**src/rtl/oled_spi_tx.sv**
```systemverilog
// oled_spi_tx: byte-serial SPI (mode 0) transmitter for an SSD1306 panel.
// Accepts one byte plus its D/C flag on a level-held request and shifts it
// out MSB first. Returns a one-cycle send_done pulse when CS is released.
module oled_spi_tx #(
  parameter int unsigned CLK_DIV = 4  // SCLK half-period in clk cycles, 1..255
) (
  input  logic       clk,
  input  logic       reset,
  input  logic       spi_send,
  input  logic [7:0] spi_data,
  input  logic       dc,
  output logic       send_done,
  output logic       busy,
  output logic       oled_sclk,
  output logic       oled_sdin,
  output logic       oled_cs_n,
  output logic       oled_dc
);

  typedef enum logic [2:0] {
    ST_IDLE,
    ST_SETUP,
    ST_SHIFT_HI,
    ST_SHIFT_LO,
    ST_DONE
  } state_t;

  localparam logic [7:0] PHASE_LAST = 8'(CLK_DIV - 1);

  state_t     state_q, state_d;
  logic [7:0] phase_q, phase_d;   // cycles spent in the current SCLK phase
  logic [2:0] bit_q,   bit_d;     // index of the bit on the wire, 0 = MSB
  logic       last_q,  last_d;    // set once bit 7 has been clocked out
  logic [7:0] shreg_q, shreg_d;   // shreg_q[7] is the bit currently on SDIN
  logic       done_d, busy_d, sclk_d, sdin_d, cs_n_d, dc_d;
  logic       phase_end;

  assign phase_end = (phase_q == PHASE_LAST);

  // State, counters and every output pin are registered here.
  always_ff @(posedge clk or posedge reset) begin
    // NOTE: non-blocking assignments so every register samples the pre-edge values.
    if (reset) begin
      state_q   <= ST_IDLE;
      phase_q   <= '0;
      bit_q     <= '0;
      last_q    <= 1'b0;
      shreg_q   <= '0;
      send_done <= 1'b0;
      busy      <= 1'b0;
      oled_sclk <= 1'b0;
      oled_sdin <= 1'b0;
      oled_cs_n <= 1'b1;
      oled_dc   <= 1'b0;
    end else begin
      state_q   <= state_d;
      phase_q   <= phase_d;
      bit_q     <= bit_d;
      last_q    <= last_d;
      shreg_q   <= shreg_d;
      send_done <= done_d;
      busy      <= busy_d;
      oled_sclk <= sclk_d;
      oled_sdin <= sdin_d;
      oled_cs_n <= cs_n_d;
      oled_dc   <= dc_d;
    end
  end

  // Next-state and next-output decode for the shift sequence.
  always_comb begin
    // NOTE: each target defaults to its held value before the case so no latch is inferred.
    state_d = state_q;
    phase_d = phase_q;
    bit_d   = bit_q;
    last_d  = last_q;
    shreg_d = shreg_q;
    done_d  = 1'b0;
    sclk_d  = oled_sclk;
    sdin_d  = oled_sdin;
    cs_n_d  = oled_cs_n;
    dc_d    = oled_dc;

    case (state_q)
      ST_IDLE: begin
        if (spi_send) begin
          shreg_d = spi_data;
          dc_d    = dc;
          cs_n_d  = 1'b0;
          sdin_d  = spi_data[7];
          phase_d = '0;
          bit_d   = '0;
          last_d  = 1'b0;
          state_d = ST_SETUP;
        end
      end

      ST_SETUP: begin
        if (phase_end) begin
          phase_d = '0;
          sclk_d  = 1'b1;
          state_d = ST_SHIFT_HI;
        end else begin
          phase_d = phase_q + 8'd1;
        end
      end

      ST_SHIFT_HI: begin
        if (phase_end) begin
          phase_d = '0;
          sclk_d  = 1'b0;
          state_d = ST_SHIFT_LO;
          // The next bit goes out on the same falling edge, giving a full
          // half-period of setup before the following rising edge.
          if (bit_q == 3'd7) begin
            last_d = 1'b1;
          end else begin
            shreg_d = {shreg_q[6:0], 1'b0};
            sdin_d  = shreg_q[6];
          end
        end else begin
          phase_d = phase_q + 8'd1;
        end
      end

      ST_SHIFT_LO: begin
        if (phase_end) begin
          phase_d = '0;
          if (last_q) begin
            done_d  = 1'b1;
            cs_n_d  = 1'b1;
            sdin_d  = 1'b0;
            state_d = ST_DONE;
          end else begin
            bit_d   = bit_q + 3'd1;
            sclk_d  = 1'b1;
            state_d = ST_SHIFT_HI;
          end
        end else begin
          phase_d = phase_q + 8'd1;
        end
      end

      ST_DONE: begin
        // spi_send is deliberately not looked at here, nor on the edge that
        // enters IDLE, so a held request cannot resend the finished byte.
        last_d  = 1'b0;
        bit_d   = '0;
        state_d = ST_IDLE;
      end

      default: state_d = ST_IDLE;
    endcase

    busy_d = (state_d != ST_IDLE);
  end

endmodule

```
**config.mk**
```make
export PLATFORM = sky130hd
export DESIGN_NAME = oled_spi_tx
export DESIGN_NICKNAME = d
export VERILOG_FILES = /design/src/rtl/oled_spi_tx.sv
export SDC_FILE = /design/constraint.sdc
export NUM_CORES = 1
export LEC_CHECK = 0
export CAP_MARGIN = 10
export CORE_MARGIN = 3
export CORE_UTILIZATION = 49
export DETAILED_ROUTE_END_ITERATION = 8
export GPL_ROUTABILITY_DRIVEN = 1
export GPL_TIMING_DRIVEN = 0
export PLACE_DENSITY = 0.75
export SETUP_SLACK_MARGIN = 0.02
export SLEW_MARGIN = 20
export SYNTH_ARGS = -nofsm -noshare
export SYNTH_HDL_FRONTEND = slang
export SYNTH_SLANG_ARGS = --single-unit
export TNS_END_PERCENT = 20
```
**constraint.sdc**
```tcl
create_clock -name clk -period 2 [get_ports clk]
set_input_delay 0.4 -clock clk [delete_from_list [all_inputs] [get_ports clk]]
set_output_delay 0.4 -clock clk [all_outputs]
set_load 0.01 [all_outputs]
```
==> summary.txt <==
XOR/XNOR Fraction of Synth Area: 3.05%
Max_slew headroom: 40.7%
Crit path buf inv count: 1
Final worst slack: 0.0812 ns
Share of layout cells above drive strength 1: 22.4%
RSZ-0062 raised after global routing: yes
Most common cell after layout, fill and taps aside: dfrtp_1
Layout net count: 172
DR WL/cell: 15.0 um
Worst-Skew Late Latency: 0.33 ns
Clock Tree Root: clkbuf_4
Max VDD drop: 0.449 mV
Final Util: 62.5%
Critical path arrival: 2.15 ns
Largest net degree at the start of global routing: 29
Worst slack, placed: -0.159 ns
Row cnt: 19
Hpwl dp: 2020 um
Die ar.: 3610 um^2
Mux cell area share after synthesis: 14.6%
Core area: 2780 um^2
Area growth from synthesis to layout: 21.1%
Synth area leaders: dfrtp_1 47%, mux2_2 12%, nor2_1 3.7%
CP top delay family: simple AND/OR/NAND/NOR gates
Status: completed
Fin. Hold Viols: 0
Final setup fails: 0
Drt initial violations: 17
DR pass1 iterations: 4
Fmax: 0.521 GHz
Grt total ovfl: 0
Vias in the first global route: 1016
Final period util: 95.9%
Flop2flop setup slack: 0.08 ns
Yosys reg bits: 28
Post-Synthesis Cell Area: 1440 um^2
Placed cells: 180
DIE HEIGHT: 60.1 um
Synth warn: 0
Initial antenna violation count: 0
Final Non-Filler Cells: 187
Final Cell Area: 1740 um^2
Top-level port count: 18
Clk_skew: 0.00298 ns
Critical path required time: 2.23 ns
Max FO, Critical Path: 7
Static Leakage: 0.000681 uW
Most used cell, CP: ha_2
Worst setup path category: flip-flop to flip-flop
Post-cts hold buffer count: 0
Vias per cell: 5.74
Die X: 60.1 um
DRC viols: 0
Gr usage total: 16.9%
Wirelength, routed: 2810 um
Clock slew at the register clock pins of the worst setup and hold paths: 0.15 ns
IO buf count: 17
Fillers: 233
Post-DP Area: 1640 um^2
Worst hold slack: 0.424 ns
Final Max Tran Viols: 0
Post-Synthesis Cells: 132
Seq/Total Area, Yosys: 48.9%
Worst path max stage delay: 0.43 ns
N_diodes: 0
Syn Area/Cell: 10.9 um^2
Routed Antenna Nets: 0
CTS tree: done
Leading area contributor after synthesis: dfrtp_1
Compound-cell area share of the yosys netlist: 9.59%
Synth Area in Adders: 2.62%
Final min period: 1.92 ns
Longest Clk Path Bufs: 2
CTS H-tree depth: 1
Vias post-DR: 1074
Syn Nets: 147
Worst Max-Slew Pin Slew: 0.883 ns
Largest family of logic cells by synthesized area: simple AND/OR/NAND/NOR gates
Max cap viols: 0
CP Capture Type: flip-flop
Synth cell types: 35
CTS sink cnt: 28
Worst-path cell chain: ha_2, ha_2, or4_4, o21ai_4, buf_12, mux2_2
CTS Buf Count: 3
Critical path's slowest cell: or4_4
Most frequent cells in the layout: 27 x dfrtp_1, 17 x clkdlybuf4s50_1, 12 x nor2_1
Setup crit start kind: flip-flop
Worst hold path class: input pin to asynchronous set/reset pin
Power per cell area: 502 nW/um^2
GPL Wtd Cong: 0.841
Simple-gate area share of the yosys netlist: 17.7%
First-pass GRT wire length: 4640 um
Top cell type's share of synthesized area: 47.1%
Starting Density: 51.6%
-- Yosys cell counts --
| cell | instances |
|---|---|
| dfrtp_1 | 27 |
| mux2_2 | 15 |
| nor2_1 | 14 |
| nand2_1 | 9 |
| inv_1 | 8 |
| nor3_1 | 6 |
| a21oi_1 | 5 |
| o21ai_0 | 5 |
| xnor2_1 | 5 |
| mux2i_1 | 4 |
| ha_1 | 3 |
| a31oi_1 | 2 |
| buf_2 | 2 |
| nand2b_1 | 2 |
| nand3_1 | 2 |
| nand4_1 | 2 |
| nor4b_4 | 2 |
| o41ai_1 | 2 |
| a211o_1 | 1 |
| a221oi_1 | 1 |
| and2_1 | 1 |
| buf_1 | 1 |
| clkbuf_1 | 1 |
| dfstp_2 | 1 |
| inv_2 | 1 |
| nand3b_1 | 1 |
| nand4b_1 | 1 |
| nor2b_1 | 1 |
| nor3b_1 | 1 |
| o21a_1 | 1 |
| o21ai_4 | 1 |
| o31ai_1 | 1 |
| o32ai_1 | 1 |
| or4_1 | 1 |
| or4_4 | 1 |
-- routing by layer --
layer / wire length [um] / track usage [%] / share of wire [%] / vias up
li1: - / - / - / 516
met1: 1250 / 22.9 / 44 / 521
met2: 1390 / 27.3 / 50 / 31
met3: 121 / 2.16 / 4.3 / 6
met4: 44 / 6.65 / 1.6 / 0
met5: 0 / 0 / 0 / -
-- power by group --
part           leakage (uW)  internal (uW)  switching, uW  total [uW]
Sequential         0.000335            574           3.75         577
Combinational      0.000330           31.7           18.6        50.4
Clock             0.0000150           78.2            166         245
-- per-stage QoR --
step | TNS [ns] | power [uW]
floorplan | 0 | 608
global placement | -0.695 | 633
detailed placement | -0.775 | 636
CTS | 0 | 884
global route | 0 | 917
finish | 0 | 872
-- final timing paths --
kind                                   startpoint  cells after the start                     end
hold reg to reg            shreg_q[3]$_DFFE_PP0P_                      1  shreg_q[3]$_DFFE_PP0P_
hold / removal                              reset                      2   oled_sdin$_DFFE_PP0P_
max in group asynchronous                   reset                      2  phase_q[7]$_DFFE_PP0P_
min in group clk           shreg_q[3]$_DFFE_PP0P_                      1  shreg_q[3]$_DFFE_PP0P_
setup / recovery             bit_q[0]$_DFFE_PP0P_                      6  shreg_q[2]$_DFFE_PP0P_
setup reg to reg             bit_q[0]$_DFFE_PP0P_                      6  shreg_q[2]$_DFFE_PP0P_
-- flip-flops by register name, indices dropped and copies added, names as in the netlist, 3 cells and up --
name,count
bit_q,3
phase_q,8
shreg_q,7
state_q,3
-- worst register-to-register path: stages, from the launching register on --
cell	delay, ns
dfrtp_1	0.41
ha_2	0.18
ha_2	0.19
or4_4	0.43
o21ai_4	0.16
buf_12	0.14
mux2_2	0.32
-- kinds of logic after synthesis --
kind of cell    count (synthesis)
simple gates                   44
buf+inv                        13
compound gates                 20
fa+ha+maj                       3
flops                          28
xor+xnor                        5
mux                            19
-- cell type report --
type	count	area (um^2)	share of cell area [%]
Buffer	4	17.5	1.01
Clock buffer	4	26.3	1.51
Inverter	9	33.8	1.94
Multi-Input combinational cell	91	714	41.1
Sequential cell	28	702	40.4
Tap cell	31	38.8	2.23
Timing Repair Buffer	20	205	11.8
-- repair_timing --
action / 4_1_cts / 5_1_grt
setup endpoints to repair: 7 / 11
pin swaps: 1 / 2
gates resized for setup: 6 / 4
buffers inserted: 2 / 1
(Power assumes the default switching activity.)
